`src/rtl/id_pkg.sv`:
```
// Shared constants and latency type for the issue-stage scoreboard.
// Producer latencies are clamped into the range 1..MAX_LAT before use.
package id_pkg;

  localparam int XLEN       = 32;
  localparam int REG_ADDR_W = 5;
  localparam int NUM_REGS   = 2 ** REG_ADDR_W;
  localparam int MAX_LAT    = 4;
  localparam int LAT_W      = $clog2(MAX_LAT + 1);

  typedef logic [LAT_W-1:0] lat_t;

  // A zero latency still occupies the register for one advance; anything
  // above MAX_LAT is treated as MAX_LAT.
  function automatic lat_t clamp_lat(lat_t lat);
    if (lat == '0) return lat_t'(1);
    if (lat > lat_t'(MAX_LAT)) return lat_t'(MAX_LAT);
    return lat;
  endfunction

endpackage

```
`src/rtl/id_fwd_mux.sv`:
```
// Single-operand resolution: x0 or a disabled read gives zero, otherwise the
// lowest-index matching forwarding bus wins over regfile data.
module id_fwd_mux
  import id_pkg::*;
#(
  parameter int NUM_FWD = 2
) (
  input  logic                          re,
  input  logic [REG_ADDR_W-1:0]         addr,
  input  logic [XLEN-1:0]               rf_data,
  input  logic [NUM_FWD-1:0]            fwd_we,
  input  logic [NUM_FWD*REG_ADDR_W-1:0] fwd_wd,
  input  logic [NUM_FWD*XLEN-1:0]       fwd_wdata,
  output logic [XLEN-1:0]               data
);

  always_comb begin
    data = rf_data;
    // Walk from the oldest bus down so the youngest match is applied last.
    for (int i = NUM_FWD - 1; i >= 0; i--) begin
      if (fwd_we[i] && (fwd_wd[i*REG_ADDR_W +: REG_ADDR_W] == addr)) begin
        data = fwd_wdata[i*XLEN +: XLEN];
      end
    end
    if (!re || (addr == '0)) begin
      data = '0;
    end
  end

endmodule

```
`src/rtl/id_scoreboard.sv`:
```
// Issue-stage scoreboard: per-register latency counters, RAW/WAW stall
// generation, operand forwarding and a saturating stall-cycle counter.
module id_scoreboard
  import id_pkg::*;
#(
  parameter int NUM_SRC = 2,
  parameter int NUM_FWD = 2
) (
  input  logic                          clk,
  input  logic                          rst,
  input  logic                          valid_i,
  input  logic [NUM_SRC-1:0]            src_re_i,
  input  logic [NUM_SRC*REG_ADDR_W-1:0] src_addr_i,
  input  logic [NUM_SRC*XLEN-1:0]       rf_data_i,
  input  logic                          wreg_i,
  input  logic [REG_ADDR_W-1:0]         wd_i,
  input  logic [LAT_W-1:0]              lat_i,
  input  logic                          kill_i,
  input  logic                          adv_i,
  input  logic [NUM_FWD-1:0]            fwd_we_i,
  input  logic [NUM_FWD*REG_ADDR_W-1:0] fwd_wd_i,
  input  logic [NUM_FWD*XLEN-1:0]       fwd_wdata_i,
  output logic [NUM_SRC*XLEN-1:0]       src_data_o,
  output logic                          stall_o,
  output logic [NUM_REGS-1:0]           busy_o,
  output logic [31:0]                   stall_cnt_o
);

  lat_t cnt [NUM_REGS];
  lat_t eff_lat;
  logic raw_hazard;
  logic waw_hazard;
  logic issue;

  assign eff_lat = clamp_lat(lat_i);

  always_comb begin
    raw_hazard = 1'b0;
    for (int s = 0; s < NUM_SRC; s++) begin
      if (src_re_i[s] && (src_addr_i[s*REG_ADDR_W +: REG_ADDR_W] != '0) &&
          (cnt[src_addr_i[s*REG_ADDR_W +: REG_ADDR_W]] != '0)) begin
        raw_hazard = 1'b1;
      end
    end
  end

  // A new write may not retire before an older in-flight write to the same rd.
  assign waw_hazard = wreg_i && (wd_i != '0) && (cnt[wd_i] > eff_lat);
  assign stall_o    = valid_i && (raw_hazard || waw_hazard);
  assign issue      = valid_i && !stall_o && !kill_i;

  always_comb begin
    busy_o = '0;
    for (int r = 0; r < NUM_REGS; r++) begin
      busy_o[r] = (cnt[r] != '0);
    end
  end

  always_ff @(posedge clk or negedge rst) begin
    if (!rst) begin
      for (int r = 0; r < NUM_REGS; r++) begin
        cnt[r] <= '0;
      end
    end else begin
      cnt[0] <= '0;
      for (int r = 1; r < NUM_REGS; r++) begin
        if (issue && wreg_i && (wd_i == REG_ADDR_W'(r))) begin
          cnt[r] <= eff_lat;
        end else if (adv_i && (cnt[r] != '0)) begin
          cnt[r] <= cnt[r] - lat_t'(1);
        end
      end
    end
  end

  always_ff @(posedge clk or negedge rst) begin
    if (!rst) begin
      stall_cnt_o <= '0;
    end else if (stall_o && (stall_cnt_o != 32'hFFFF_FFFF)) begin
      stall_cnt_o <= stall_cnt_o + 32'd1;
    end
  end

  for (genvar s = 0; s < NUM_SRC; s++) begin : g_src
    id_fwd_mux #(
      .NUM_FWD(NUM_FWD)
    ) u_fwd_mux (
      .re       (src_re_i[s]),
      .addr     (src_addr_i[s*REG_ADDR_W +: REG_ADDR_W]),
      .rf_data  (rf_data_i[s*XLEN +: XLEN]),
      .fwd_we   (fwd_we_i),
      .fwd_wd   (fwd_wd_i),
      .fwd_wdata(fwd_wdata_i),
      .data     (src_data_o[s*XLEN +: XLEN])
    );
  end

endmodule

```
`config.mk`:
```
export PLATFORM = sky130hd
export DESIGN_NAME = id_scoreboard
export DESIGN_NICKNAME = d
export VERILOG_FILES = /design/src/rtl/id_pkg.sv /design/src/rtl/id_fwd_mux.sv /design/src/rtl/id_scoreboard.sv
export SDC_FILE = /design/constraint.sdc
export NUM_CORES = 1
export LEC_CHECK = 0
export CAP_MARGIN = 20
export CORE_AREA = 5 5 156 158
export DETAILED_ROUTE_END_ITERATION = 16
export DIE_AREA = 0 0 161 163
export DONT_BUFFER_PORTS = 1
export PLACE_DENSITY = 0.76
export SYNTH_ARGS = -nofsm -noshare
export SYNTH_HDL_FRONTEND = slang
export SYNTH_SLANG_ARGS = --single-unit
```
`constraint.sdc`:
```
create_clock -name clk -period 4.8 [get_ports clk]
set_clock_uncertainty 0.05 [all_clocks]
set_input_delay 0.48 -clock clk [delete_from_list [all_inputs] [get_ports clk]]
set_output_delay 0.48 -clock clk [all_outputs]
set_load 0.01 [all_outputs]
```
Word level (Yosys, flattened, before mapping)

Cells that the tools add are included.
W data, S select, Z words.

Memories: 0
Latch bits: 0
RAM bits: 0
Bits in read-only memories: 0
Input bits: 166
Output and inout port bits: 129
Word-level logic and storage cells: 348
Flip-flop bits (word level): 125

$lt $le $gt $ge: 5
Equal/unequal tests: 36
Add/sub/neg operators: 32
Muxes and demuxes: 86
Reductions and logical operators: 154
Shift-type cells: 0
Bitwise gates (word level): 3
$mul: 0
Divide/modulo/power cells: 0

Operator list:

| cell                    | number |
|---|---|
| $mux W3                 | 72 |
| $mux W32                | 6 |
| $reduce_bool A3 Y1      | 33 |
| $sub A3 B1 Y3 const B   | 31 |
| $eq A5 B5 Y1 const B    | 16 |
| $logic_and A1 B1 Y1     | 77 |
| $reduce_bool A2 Y1      | 31 |
| $bmux W3 S5             | 3 |
| $eq A5 B4 Y1 const B    | 8 |
| $add A32 B1 Y32 const B | 1 |
| $ne A32 B32 Y1 const B  | 1 |
| $eq A5 B3 Y1 const B    | 4 |
| $eq A5 B5 Y1            | 4 |
| $ge A6 B6 Y1 const B    | 3 |
| $not A5 Y6              | 3 |
| $reduce_bool A5 Y1      | 3 |
| $eq A5 B2 Y1 const B    | 2 |
| $logic_not A5 Y1        | 2 |
| $eq A5 B1 Y1 const B    | 1 |
| $mux W1                 | 5 |
| $logic_not A1 Y1        | 4 |
| $gt A3 B3 Y1            | 1 |
| $gt A3 B3 Y1 const B    | 1 |
| $logic_not A3 Y1        | 1 |
| $logic_or A1 B1 Y1      | 3 |

Longest topological paths before layout

Word-level depth: 16
Gate-level depth with buffers: 17
Mapped depth without buffers: 13

Modules after synthesis

Synthesis repeated with hierarchy kept, for this count alone.

Cell total of the unflattened synthesis: 1338
Area, all modules: 12428.2 um^2

Modules (own cells, without submodules):

| module        | cells each | area an instance (um^2) | instances |
|---|---|---|---|
| id_scoreboard | 986        | 9733.1                  | 1 |
| id_fwd_mux    | 176        | 1347.5                  | 2 |

Worst setup path before layout

Ideal clock, no wire load.

Path kind: input -> output
Start: input wd_i[0]
End: output stall_o
Slack: 189 ps
Stages: 14
Required time: 4270 ps
Arrival: 4081 ps
Cells stage by stage: buf_1 > buf_2 > mux4_2 > mux4_2 > mux2_2 > ha_1 > nor2b_1 > o21ai_0 > nand2b_1 > a41o_1 > a2111oi_4 > buf_6 > buf_2 > nor2b_1

Cells in the longest elaborated chain, start to end: 8
Elaborated cells between the ends (all ways): 10

RTL lines:

| element                                    | line                | text |
|---|---|---|
| from (decl)                                | id_scoreboard.sv:16 | `input logic [REG_ADDR_W-1:0] wd_i,` |
| $not A5 Y6 (implied by the code)           | id_scoreboard.sv:48 | `assign waw_hazard = wreg_i && (wd_i != '0) && (cnt[wd_i] > eff_lat);` |
| $bmux W3 S5                                | id_scoreboard.sv:48 |  |
| $mux W3 (implied by the code) (2 in a row) | id_scoreboard.sv:48 |  |
| $gt A3 B3 Y1                               | id_scoreboard.sv:48 |  |
| $logic_and A1 B1 Y1 (*)                    | id_scoreboard.sv:48 |  |
| $logic_or A1 B1 Y1 (*)                     | id_scoreboard.sv:49 | `assign stall_o = valid_i && (raw_hazard \|\| waw_hazard);` |
| $logic_and A1 B1 Y1 (*)                    | id_scoreboard.sv:49 |  |
| to (decl)                                  | id_scoreboard.sv:24 | `output logic stall_o,` |

Every way passes the cells marked *; elsewhere a longest branch is shown, timed or not. The select of a mux whose other input is x is not followed.

Worst setup path after layout

Start: register cnt[4] (netlist name)
End: output stall_o

Cells in the longest elaborated chain, start to end: 9
Elaborated cells between the ends (all ways): 19

RTL lines:

| element                                    | line                | text |
|---|---|---|
| from (decl)                                | id_scoreboard.sv:29 | `lat_t cnt [NUM_REGS];` |
| from (signal, indexed assignment)          | id_scoreboard.sv:68 | `cnt[r] <= eff_lat;` |
| from (signal, indexed assignment)          | id_scoreboard.sv:70 | `cnt[r] <= cnt[r] - lat_t'(1);` |
| $bmux W3 S5                                | id_scoreboard.sv:41 | `(cnt[src_addr_i[s*REG_ADDR_W +: REG_ADDR_W]] != '0)) begin` |
| $mux W3 (implied by the code) (2 in a row) | id_scoreboard.sv:41 |  |
| $reduce_bool A3 Y1                         | id_scoreboard.sv:41 |  |
| $logic_and A1 B1 Y1                        | id_scoreboard.sv:40 | `if (src_re_i[s] && (src_addr_i[s*REG_ADDR_W +: REG_ADDR_W] != '0) &&` |
| $mux W1 (2 in a row)                       | id_scoreboard.sv:40 |  |
| $logic_or A1 B1 Y1 (*)                     | id_scoreboard.sv:49 |  |
| $logic_and A1 B1 Y1 (*)                    | id_scoreboard.sv:49 |  |

Marked as above.

==> metrics <==
outcome complete, no violations; Die X 161 um; core area 0.0230 mm^2; top post-synthesis cells by area dfrtp_1 27%, mux2i_1 14%, ha_1 7.1%; CTS tree yes; Num CTS Buffers 17; DR pass1 iterations 5; gr ovfl total 0; min-delay worst type primary input to flop; first-pass GRT wire length 52400 um; most frequent cells in the layout 160 x mux2i_1, 125 x dfrtp_1, 117 x nor2_1; crit end category output port; CTS Sinks 125; Max Fclk 0.216 GHz; clock buffer depth 2; DR iter-0 viols 586; layout cells sized above 1 11.4%; H-tree depth 4; Clock transition at path regs 0.06 ns; Leak 0.00536 uW; vias in the first global route 9253; most common cell after layout, fill and taps aside mux2i_1; worst skew pair latency 0.44 ns; Yosys reg bits 125; IO Pins 295; worst-path fanout max 63; Post-synth EDFFs 0; CP required 4.27 ns; area fraction of the dominant cell type after synthesis 27.1%; Starting Density 50.3%; Final period util 96.5%; Power, Total 6160 uW; sum of negative setup slack 0 ns; Root Driver clkbuf_16; Async SR Flop Fraction 100%; initial antenna violation count 1; largest net degree at the start of global routing 126; drt via density 6.36; Synth Cell Area 0.0115 mm^2; DP HPWL 24900 um; worst setup path class flop to output port; gr usage total 25.1%; VDD IR max 0.327 mV; synth unique cells 70; Max-Cap Viols 0; Worst Setup Start Kind flop; WL/cell 23.0 um; Tightest Pin Transition 1.03 ns; Syn Nets 1456; RSZ-0062 raised after global routing no; Routed Wire Length 33900 um; post-synthesis sequential area ratio 27.1%; Nets 1401; Slew headroom 30.8%; Power Dens Cells 503 mW/mm^2; Avg Cell Area, Syn 9.44 um^2; setup bufs post-CTS 0; GP Congestion 0.894; die height 163 um; final hold violations 0; Setup Viol. Count Final 0; synth warn 0; antenna violation net count after detailed routing 0; ys flop type dfrtp_1; fin cells 1473; Syn Inst Count 1224; Post-route DRC 0; area grow syn2layout 6.01%; Placed Cells 1438; pins over their slew limit 0; via count 9373; Port Buffers 0; Synth area leader dfrtp_1; row count 56; crit path DAT 4.10 ns; post-route minimum period 4.63 ns; Die ar. 0.0262 mm^2
==> worst max-delay path: stages (launching register included) <==
cell and delay [ns]:
dfrtp_1 0.44, mux4_2 0.52, mux4_2 0.51, mux2_2 0.28
ha_1 0.28, nor2b_1 0.13, o21ai_0 0.15, nand2b_1 0.08
a41o_1 0.27, a2111oi_4 0.38, buf_12 0.41, nor2b_1 0.15
==> repair_timing <==
| item | 4_1_cts | 5_1_grt |
|---|---|---|
| resized for setup | 0 | 0 |
| endpoints found under the hold margin | 125 | 0 |
| hold buffers | 2 | 0 |
==> flip-flops by register name (all words and copies together), names as in the netlist <==
name and cells:
cnt 93, stall_cnt_o 32
==> power by group <==
part           leakage [uW]  internal [uW]  total, uW  switching (uW)
Combinational       0.00356           1240       2770            1520
Sequential          0.00152           1520       2120             598
Clock              0.000282            692       1270             578
Total               0.00536           3450       6160            2700
==> cell usage after synthesis (17+ instances only) <==
library cell,count
nand2_1,56
nand4_4,17
dfrtp_1,125
nand3_1,46
ha_1,66
mux4_2,30
nor3_1,43
buf_2,23
nand2b_1,37
mux2i_1,160
nor2_1,118
xor2_1,76
clkbuf_1,54
inv_1,72
a211oi_1,69
xnor2_1,36
a21oi_1,36
==> metal layers <==
metal | track usage [%] | share of wire [%] | vias to the layer above
li1 | - | - | 4289
met1 | 29.5 | 38 | 4542
met2 | 42.7 | 49 | 443
met3 | 7.80 | 9.1 | 99
met4 | 10.8 | 3.7 | 0
met5 | 0 | 0 | -
==> final cells by class <==
cell class	count	area [um^2]
tap	290	363
clock inverter	15	150
sequential	125	3130
fill	2004	10700
inverter	73	274
antenna	1	2.50
clock buffer	17	425
timing repair buffer	15	148
multi-input combinational	937	7750
==> per-stage QoR <==
step | hold WS, ns | utilization [%] | worst slack [ns] | instance area (um^2)
floorplan | 0.134 | - | 0.189 | 11500
global placement | 0.144 | 50.6 | 0.560 | 11600
detailed placement | 0.145 | 50.6 | 0.438 | 11600
CTS | 0.182 | 53.3 | 0.176 | 12200
global route | 0.185 | 53.3 | 0.0662 | 12200
finish | 0.204 | 53.3 | 0.170 | 12200
==> cells by family (layout without fill, tap and decap cells) <==
family	Yosys count	count (layout)	share of synthesized area, %
other cells	1	2	0.0325
xor+xnor	112	112	8.49
compound gates	143	143	8.90
fa+ha+maj	66	66	7.15
simple gates	418	418	21.8
buf+inv	162	120	6.15
flops	125	125	27.1
mux	197	197	20.4
==> worst paths after layout <==
kind	start	to	slack (ns)	cells past startpoint
setup / recovery	cnt[4]	stall_o	0.17	11
hold / removal	wd_i[0]	cnt[37]	0.20	2
setup reg to reg	cnt[4]	cnt[65]	0.58	12
hold reg to reg	stall_cnt_o[13]	stall_cnt_o[13]	0.50	1
max in group asynchronous	rst	cnt[21]	3.60	2
min in group asynchronous	rst	cnt[74]	0.64	2
No activity file was read; power rests on OpenSTA's default activity.
